File: src/rtl/svreal_sched_pkg.sv
// Shared opcode encoding and exponent helpers for the svreal arithmetic scheduler.
package svreal_sched_pkg;

    typedef logic [2:0] svreal_op_t;

    // Values match the SVREAL_OPCODE_* macros used elsewhere in the codebase.
    localparam svreal_op_t OP_MUL = 3'd0;
    localparam svreal_op_t OP_ADD = 3'd1;
    localparam svreal_op_t OP_SUB = 3'd2;
    localparam svreal_op_t OP_MIN = 3'd3;
    localparam svreal_op_t OP_MAX = 3'd4;

    // Positive result means a left shift is needed to move from exp_src to exp_dst.
    function automatic int shift_amt(input int exp_src, input int exp_dst);
        return exp_src - exp_dst;
    endfunction

endpackage

File: src/rtl/svreal_rr_arbiter.sv
// Round-robin arbiter: searches from ptr+1 with wrap; the pointer moves only on an accepted grant.
module svreal_rr_arbiter #(
    parameter int N_REQ = 4,
    parameter int ID_W  = $clog2(N_REQ)
) (
    input  logic [N_REQ-1:0] req,
    input  logic [ID_W-1:0]  ptr,
    input  logic             advance,
    output logic [N_REQ-1:0] grant,
    output logic [ID_W-1:0]  idx,
    output logic [ID_W-1:0]  ptr_nxt
);

    int   j;
    logic found;

    always_comb begin
        grant = '0;
        idx   = '0;
        found = 1'b0;
        j     = 0;
        for (int k = 1; k <= N_REQ; k++) begin
            j = int'(ptr) + k;
            if (j >= N_REQ) j = j - N_REQ;
            if (!found && req[j]) begin
                found    = 1'b1;
                grant[j] = 1'b1;
                idx      = ID_W'(j);
            end
        end
    end

    assign ptr_nxt = advance ? idx : ptr;

endmodule

File: src/rtl/svreal_arith_sched.sv
// Round-robin shared 2-stage svreal arithmetic unit (MUL/ADD/SUB/MIN/MAX) with valid/ready flow.
// Define SVREAL_SCHED_SAT_EN to saturate results instead of wrapping on narrowing.
module svreal_arith_sched
    import svreal_sched_pkg::*;
#(
    parameter int N_REQ   = 4,
    parameter int W_IN    = 16,
    parameter int EXP_IN  = -8,
    parameter int W_OUT   = 16,
    parameter int EXP_OUT = -8,
    parameter int ID_W    = $clog2(N_REQ)
) (
    input  logic                      clk,
    input  logic                      rst_n,
    input  logic [N_REQ-1:0]          req_valid,
    output logic [N_REQ-1:0]          req_ready,
    input  logic [N_REQ*3-1:0]        req_opcode,
    input  logic [N_REQ*W_IN-1:0]     req_a,
    input  logic [N_REQ*W_IN-1:0]     req_b,
    output logic                      rsp_valid,
    input  logic                      rsp_ready,
    output logic [ID_W-1:0]           rsp_id,
    output logic signed [W_OUT-1:0]   rsp_value,
    output logic                      rsp_err
);

    localparam int SH_LIN  = shift_amt(EXP_IN, EXP_OUT);
    localparam int SH_MUL  = shift_amt(2*EXP_IN, EXP_OUT);
    localparam int SH_UP   = (SH_LIN > SH_MUL) ? ((SH_LIN > 0) ? SH_LIN : 0)
                                               : ((SH_MUL > 0) ? SH_MUL : 0);
    localparam int WIDE_A  = 2*W_IN + 2 + SH_UP;
    // Wide enough that no left shift or product ever loses bits before narrowing.
    localparam int WIDE    = (WIDE_A > W_OUT + 1) ? WIDE_A : W_OUT + 1;

    function automatic logic signed [WIDE-1:0] shift_w(input logic signed [WIDE-1:0] x,
                                                        input int sh);
        if (sh >= 0) return x <<< sh;
        return x >>> (-sh);
    endfunction

`ifdef SVREAL_SCHED_SAT_EN
    localparam logic signed [WIDE-1:0] SAT_HI = {{(WIDE-W_OUT+1){1'b0}}, {(W_OUT-1){1'b1}}};
    localparam logic signed [WIDE-1:0] SAT_LO = ~SAT_HI;

    function automatic logic signed [W_OUT-1:0] narrow(input logic signed [WIDE-1:0] x);
        if (x > SAT_HI) return W_OUT'(SAT_HI);
        if (x < SAT_LO) return W_OUT'(SAT_LO);
        return W_OUT'(x);
    endfunction
`else
    function automatic logic signed [W_OUT-1:0] narrow(input logic signed [WIDE-1:0] x);
        return W_OUT'(x);
    endfunction
`endif

    logic [N_REQ-1:0]        grant;
    logic [ID_W-1:0]         gnt_idx;
    logic [ID_W-1:0]         ptr_q;
    logic [ID_W-1:0]         ptr_nxt;
    logic                    accept;
    logic                    s1_adv;
    logic                    s1_free;

    logic                    vld_p1;
    svreal_op_t              op_p1;
    logic signed [W_IN-1:0]  a_p1;
    logic signed [W_IN-1:0]  b_p1;
    logic [ID_W-1:0]         id_p1;

    logic                    vld_p2;
    logic signed [W_OUT-1:0] value_p2;
    logic [ID_W-1:0]         id_p2;
    logic                    err_p2;

    logic signed [WIDE-1:0]  a_w;
    logic signed [WIDE-1:0]  b_w;
    logic signed [WIDE-1:0]  res_w;
    logic signed [W_OUT-1:0] value_c;
    logic                    err_c;

    svreal_rr_arbiter #(.N_REQ(N_REQ), .ID_W(ID_W)) u_arb (
        .req     (req_valid),
        .ptr     (ptr_q),
        .advance (accept),
        .grant   (grant),
        .idx     (gnt_idx),
        .ptr_nxt (ptr_nxt)
    );

    assign s1_adv    = !vld_p2 || rsp_ready;
    assign s1_free   = !vld_p1 || s1_adv;
    assign accept    = s1_free && (|grant);
    assign req_ready = grant & {N_REQ{s1_free}};

    always_ff @(posedge clk or negedge rst_n) begin
        if (!rst_n) ptr_q <= ID_W'(N_REQ - 1);
        else        ptr_q <= ptr_nxt;
    end

    // Stage 1: capture the granted request.
    always_ff @(posedge clk or negedge rst_n) begin
        if (!rst_n)       vld_p1 <= 1'b0;
        else if (s1_free) vld_p1 <= accept;
    end

    always_ff @(posedge clk) begin
        if (accept) begin
            op_p1 <= req_opcode[gnt_idx*3 +: 3];
            a_p1  <= req_a[gnt_idx*W_IN +: W_IN];
            b_p1  <= req_b[gnt_idx*W_IN +: W_IN];
            id_p1 <= gnt_idx;
        end
    end

    always_comb begin
        a_w   = WIDE'(a_p1);
        b_w   = WIDE'(b_p1);
        res_w = '0;
        err_c = 1'b0;
        case (op_p1)
            OP_MUL:  res_w = shift_w(a_w * b_w, SH_MUL);
            OP_ADD:  res_w = shift_w(a_w + b_w, SH_LIN);
            OP_SUB:  res_w = shift_w(a_w - b_w, SH_LIN);
            OP_MIN:  res_w = shift_w((b_w < a_w) ? b_w : a_w, SH_LIN);
            OP_MAX:  res_w = shift_w((b_w > a_w) ? b_w : a_w, SH_LIN);
            default: err_c = 1'b1;
        endcase
        value_c = err_c ? '0 : narrow(res_w);
    end

    // Stage 2: result register, held while the consumer stalls.
    always_ff @(posedge clk or negedge rst_n) begin
        if (!rst_n) begin
            vld_p2   <= 1'b0;
            id_p2    <= '0;
            value_p2 <= '0;
            err_p2   <= 1'b0;
        end else if (s1_adv) begin
            vld_p2 <= vld_p1;
            if (vld_p1) begin
                id_p2    <= id_p1;
                value_p2 <= value_c;
                err_p2   <= err_c;
            end
        end
    end

    assign rsp_valid = vld_p2;
    assign rsp_id    = id_p2;
    assign rsp_value = value_p2;
    assign rsp_err   = err_p2;

endmodule

File: config.mk
export PLATFORM = sky130hd
export DESIGN_NAME = svreal_arith_sched
export DESIGN_NICKNAME = d
export VERILOG_FILES = /design/src/rtl/svreal_sched_pkg.sv /design/src/rtl/svreal_rr_arbiter.sv /design/src/rtl/svreal_arith_sched.sv
export SDC_FILE = /design/constraint.sdc
export NUM_CORES = 1
export LEC_CHECK = 0
export CAP_MARGIN = 0
export CELL_PAD_IN_SITES_DETAIL_PLACEMENT = 0
export CELL_PAD_IN_SITES_GLOBAL_PLACEMENT = 1
export CORE_MARGIN = 4
export CORE_UTILIZATION = 35
export CTS_CLUSTER_SIZE = 30
export DETAILED_ROUTE_END_ITERATION = 12
export HOLD_SLACK_MARGIN = 0.03
export PLACE_DENSITY_LB_ADDON = 0.3
export SETUP_SLACK_MARGIN = 0.4
export SKIP_LAST_GASP = 1
export SYNTH_ARGS = -nofsm -noshare
export SYNTH_HDL_FRONTEND = slang
export SYNTH_HIERARCHICAL = 1
export SYNTH_SLANG_ARGS = --single-unit
File: constraint.sdc
create_clock -name clk -period 7.8 [get_ports clk]
set_clock_uncertainty 0.05 [all_clocks]
set_input_delay 2.34 -clock clk [delete_from_list [all_inputs] [get_ports clk]]
set_output_delay 2.34 -clock clk [all_outputs]
set_load 0.02 [all_outputs]
# Word level (Yosys, flattened, before mapping)
# Index checks and enable logic that the tools add are counted.
# W data, S select, Z words.
[word_totals] elab_cells=106 register_bits=60 inputBits=147
[classes] magnitude_cmp=14 bitwise_logic=4 n_eq_ne=4 n_reduce_logical=19 mux=40 addsub=10 multipliers=2 shifts=3
[op_table] op="$ge A32 B1 Y1 const B" n=4
[op_table] op="$ge A32 B4 Y1 const B" n=4
[op_table] op="$lt A32 B4 Y1 const B" n=4
[op_table] op="$mux W32" n=4
[op_table] op="$shiftx A64 B7 Y16" n=2
[op_table] op="$sub A32 B4 Y32 const B" n=4
[op_table] op="$pmux W16 S5" n=1
[op_table] op="$mux W16" n=3
[op_table] op="$mul A16 B16 Y24" n=1
[op_table] op="$add A16 B16 Y16" n=1
[op_table] op="$gt A16 B16 Y1" n=1
[op_table] op="$lt A16 B16 Y1" n=1
[op_table] op="$mux W1" n=16
[op_table] op="$mux W4" n=4
[op_table] op="$sub A16 B16 Y16" n=1
[op_table] op="$or A4 B4 Y4" n=3
[op_table] op="$shiftx A12 B5 Y3" n=1
[op_table] op="$bmux W1 S2" n=4
[op_table] op="$demux W1 S2" n=4
[op_table] op="$logic_and A1 B1 Y1" n=8
[op_table] op="$mux W2" n=4
[op_table] op="$add A2 B2 Y3 const B" n=2
[op_table] op="$eq A3 B2 Y1 const B" n=2
[op_table] op="$logic_not A1 Y1" n=5
[op_table] op="other kinds (11)" n=12

# Depth between registers and ports, before layout
[depth] ltp_word=18 depth_mapped=24

# Modules after synthesis
# Netlist, hierarchy kept.
[by_module_without_submodules] module="svreal_arith_sched" area_per_inst_um2=12637.1 seq_area_each_um2=1689.1 cells_per_inst=1325 instances=1
[by_module_without_submodules] module="svreal_rr_arbiter" area_per_inst_um2=516.7 seq_area_each_um2=0.0 cells_per_inst=63 instances=1

# Least setup slack after synthesis
# OpenSTA, ideal clock, no wires.
[synth_path] kind="reg2reg" from="reg a_p1[0]" to="reg value_p2[10] (netlist: rsp_value[10])" period_less_slack_ns=6.104 setup_ns=0.130 setup_slack_ns=1.696 t_arrival_ns=5.924 path_stages_with_launch=23 required_ns=7.620 cell_sequence="edfxtp_1 > inv_1 > clkbuf_1 > nand2_1 > fa_1 > fa_1 > inv_1 > fa_1 > fa_1 > fa_1 > inv_1 > fa_1 > inv_1 > ha_1 > a21o_1 > a21o_1 > a21oi_1 > nor2_1 > o21ai_0 > o31ai_1 > o32a_1 > a221oi_1 > o21ai_0"
[synth_via] elab_chain_cells=4 elab_cells_between_ends=9
[synth_lines] item="start: declaration" line_no="svreal_arith_sched.sv:66" rtl="logic signed [W_IN-1:0] a_p1;"
[synth_lines] item="start signal: assignment" line_no="svreal_arith_sched.sv:109" rtl="a_p1 <= req_a[gnt_idx*W_IN +: W_IN];"
[synth_lines] item="parallel branches: the longest is 2 deep, another holds $mul A16 B16 Y24"
[synth_lines] item="$pmux W16 S5 (*)" line_no="svreal_arith_sched.sv:120" rtl="case (op_p1)"
[synth_lines] item="$mux W16 (*)" line_no="svreal_arith_sched.sv:128" rtl="value_c = err_c ? '0 : narrow(res_w);"
[synth_lines] item="end signal: assignment" line_no="svreal_arith_sched.sv:142" rtl="value_p2 <= value_c;"
[synth_lines] item="end: declaration" line_no="svreal_arith_sched.sv:71" rtl="logic signed [W_OUT-1:0] value_p2;"
# Mark *: on every way between the ends.
# A chain may end at the register's enable or synchronous reset.

# Worst setup path after layout
[layout_path] from="in req_valid[2]" to="out req_ready[3]"
[layout_via] elab_chain_cells=14 elab_cells_between_ends=29
[layout_lines] item="start: declaration" line_no="svreal_arith_sched.sv:15" rtl="input logic [N_REQ-1:0] req_valid,"
[layout_lines] item="$bmux W1 S2" line_no="svreal_rr_arbiter.sv:25" rtl="if (!found && req[j]) begin"
[layout_lines] item="$mux W1 (implied by the code) (2 in series)" line_no="svreal_rr_arbiter.sv:25"
[layout_lines] item="$mux W1" line_no="svreal_rr_arbiter.sv:25"
[layout_lines] item="$logic_not A1 Y1" line_no="svreal_rr_arbiter.sv:25"
[layout_lines] item="$logic_and A1 B1 Y1" line_no="svreal_rr_arbiter.sv:25"
[layout_lines] item="$mux W1" line_no="svreal_rr_arbiter.sv:25"
[layout_lines] item="$logic_not A1 Y1" line_no="svreal_rr_arbiter.sv:25"
[layout_lines] item="$logic_and A1 B1 Y1" line_no="svreal_rr_arbiter.sv:25"
[layout_lines] item="$mux W1" line_no="svreal_rr_arbiter.sv:25"
[layout_lines] item="$logic_not A1 Y1" line_no="svreal_rr_arbiter.sv:25"
[layout_lines] item="$logic_and A1 B1 Y1" line_no="svreal_rr_arbiter.sv:25"
[layout_lines] item="$mux W4 (*)" line_no="svreal_rr_arbiter.sv:25"
[layout_lines] item="net grant[3]" line_no="svreal_arith_sched.sv:56" rtl="logic [N_REQ-1:0] grant;"
[layout_lines] item="$and A4 B4 Y4 (*)" line_no="svreal_arith_sched.sv:93" rtl="assign req_ready = grant & {N_REQ{s1_free}};"
[layout_lines] item="end: declaration" line_no="svreal_arith_sched.sv:16" rtl="output logic [N_REQ-1:0] req_ready,"
# The timed path passes the listed nets; every way through them passes the cells marked *. The select of a mux whose other input is x is not followed.

==> results.py <==
metrics = {
    "die": {
        "die-height_um": 202,
        "die_area_um2": 40700,
        "ios": 171,
        "design.core.area_um2": 36900,
        "die_w_um": 202,
        "start_util_pct": 35.7,
        "row_count": 70,
    },
    "final_layout": {
        "final_nets": 1976,
        "multi_input_area_um2": 10100,
        "layout-drive-gt1-share_pct": 8.13,
        "seqCellArea_um2": 1690,
        "final_cell_count_no_fill": 2041,
        "antennaDiodeCount": 0,
        "syn2layout_area_growth_pct": 19.3,
        "nFillCells": 3639,
        "postLayoutCellArea_um2": 15700,
    },
    "clock_network": {
        "clk_latency_ps": 330,
        "clock_sinks": 60,
        "cts_tree": "built",
        "htree_levels": 3,
        "post_cts_resized": 0,
        "numCtsBuffers": 9,
        "cts.path.max_buffers": 2,
        "cts_hold_buf": 0,
        "clk_pin_slew_ps": 60,
        "root_buffer": "clkbuf_16",
        "post_cts_buffers": 0,
    },
    "timing": {
        "hold_ws_ps": 400,
        "drv_slew": 0,
        "final.period_utilization_pct": 92.9,
        "finalSetupTns_ps": 0,
        "rsz0062_at_grt": "no",
        "max_freq_ghz": 0.138,
        "worst_slew_pin_slew_ps": 1140,
        "setup_viol": 0,
        "period_needed_ps": 7250,
        "finalHoldViolCount": 0,
        "slew_headroom_pct": 24.0,
    },
    "hold_path": {
        "hp-class": "flip-flop to flip-flop",
    },
    "detailed_routing": {
        "met1_length_mm": 17.7,
        "routed_wl_mm": 39.6,
        "dr_wl_met3_mm": 2.28,
        "drt_iter0_markers": 630,
        "ant_nets": 0,
        "wl_met2_mm": 19.0,
        "dr_total_vias": 10400,
        "wl_per_cell_um": 19.4,
        "drt-pass1-iter-count": 6,
        "routed.top_layer": "met4",
        "drc_errors": 0,
        "via_per_inst": 5.11,
    },
    "yosys": {
        "synth_edf_count": 37,
        "postSynthAreaPerCell_um2": 9.48,
        "async_flop_share_pct": 38.3,
        "synth_common_cells": "inv_1, fa_1, nand2_1",
        "synth_area_um2": 13200,
        "ys_ff_latch": 60,
        "yosysSeqAreaShare_pct": 12.8,
        "synth.area.top_cells": "fa_1, ha_1, edfxtp_1, inv_1, mux4_2",
        "syn_inst": 1388,
        "synth_cell_types": 85,
        "synth_top_area_share_pct": 28.6,
        "synth_most_common_cell": "inv_1",
        "ys_warn_count": 6,
        "synth.net_count": 1832,
        "synth-main-ff-cell": "edfxtp_1",
        "synth_top_area_cell": "fa_1",
    },
    "global_route": {
        "grt_util_all_layers_pct": 19.7,
        "antenna_found_initial": 0,
        "first_global_vias": 11200,
        "grt_pass1_wl_mm": 63.1,
        "grt.overflow.total": 0,
        "grt_max_degree": 41,
    },
    "critical_path": {
        "crit_path_end": "req_ready[3]",
        "crit_slowest_cell": "clkdlybuf4s50_1",
        "rr_worst_depth": 20,
        "path_cells": "clkdlybuf4s50_1 -> or3b_4 -> a2111oi_4 -> or3_2 -> a22o_2 -> and2_1 -> clkdlybuf4s50_1",
        "r2r_slack_ps": 1040,
        "slowest_delay_ps": 600,
        "critPathKind": "input port to primary output",
        "cp-startpoint": "req_valid[2]",
        "critPathArrivalTime_ps": 4860,
        "cp_max_fo": 8,
        "r2r-start": "b_p1[4]",
        "critPathLaunchType": "input port",
        "worst_ep_required_time_ps": 5410,
        "r2r-end": "rsp_value[15]",
        "cp_top_family": "buffers and inverters",
        "cp-end-kind": "primary output",
        "crit_path_frequent_cell": "clkdlybuf4s50_1",
        "cp_num_cells": 7,
        "crit_buf_inv": 2,
    },
    "placed_design": {
        "dp_hpwl_mm": 32.7,
        "io_buffers": 170,
        "dp.cells": 2025,
        "gp_congestion": 0.928,
        "place_area_um2": 15400,
    },
    "run_status": {
        "outcome": "finished, final reports clean",
    },
    "run": {
        "drv_cap": 0,
    },
}
## metrics by stage
stage                     setup slack (ps)  util [%]
after floorplan                       1700         -
after global placement                 584      41.7
after detailed placement               562      41.7
after CTS                              561      42.5
after global routing                   403      42.5
final                                  552      42.5
## cell type report
class	count	area share [%]
clock buffers	9	1.44
clock inverters	7	0.471
inverters	283	6.77
multi-input cells	977	64.2
flip-flops and latches	60	10.8
well taps	504	4.02
repair buffers	201	12.3
## sequential cells by signal, indices dropped and copies added (netlist names), 2 cells and up
name and flops:
a_p1 16, b_p1 16, rsp_value 16, op_p1 3, id_p1 2, ptr_q 2
rsp_id 2
## layout by cell type (no fill, tap or decap), types with 33 or more instances in the layout
cell             instances
a21oi_1                 46
nor2_1                  48
ha_1                   109
edfxtp_1                37
fa_1                   188
mux4_2                  37
o21ai_0                 33
inv_1                  283
nand2_1                139
and2_1                 102
clkdlybuf4s50_1        170
## routing by layer
layer  GRT usage (%)  up-vias
met1            26.8     5259
met5               0        -
met2            33.8      335
met3            2.62       32
li1                -     4813
met4            3.91        0
## worst reg2reg max path: stages, from the launching register on
cell,delay [ps]
edfxtp_1,760
and2_1,380
fa_1,500
inv_1,60
fa_1,500
fa_1,520
inv_1,50
fa_1,460
fa_1,550
inv_1,60
fa_1,540
inv_1,50
ha_1,360
a21oi_1,240
o211ai_1,150
o211ai_1,290
o21bai_1,250
o41ai_1,370
xnor2_1,160
a211oi_2,270
a211oi_2,70
## how the worst min path moves through the flow
stage | startpoint | to | cells past startpoint
after global routing | id_p1[0] | rsp_id[0] | 2
after floorplan | id_p1[0] | rsp_id[0] | 2
after detailed placement | id_p1[1] | rsp_id[1] | 2
final | id_p1[0] | rsp_id[0] | 2
after global placement | id_p1[1] | rsp_id[1] | 2
after CTS | id_p1[0] | rsp_id[0] | 2
## cell families (layout without fill, tap and decap cells)
family	Yosys count	count (layout)	synth area share [%]
AO/OA/AOI/OAI	213	213	12.2
XOR/XNOR	38	38	2.53
adder cells (fa/ha/maj)	297	297	39.0
buffers and inverters	351	500	10.7
flip-flops	60	60	12.8
multiplexers	63	63	8.52
AND/OR/NAND/NOR	366	366	14.2
Power is not shown: default switching activity piles up to over one toggle a cycle in this logic, so the estimate is an artifact.
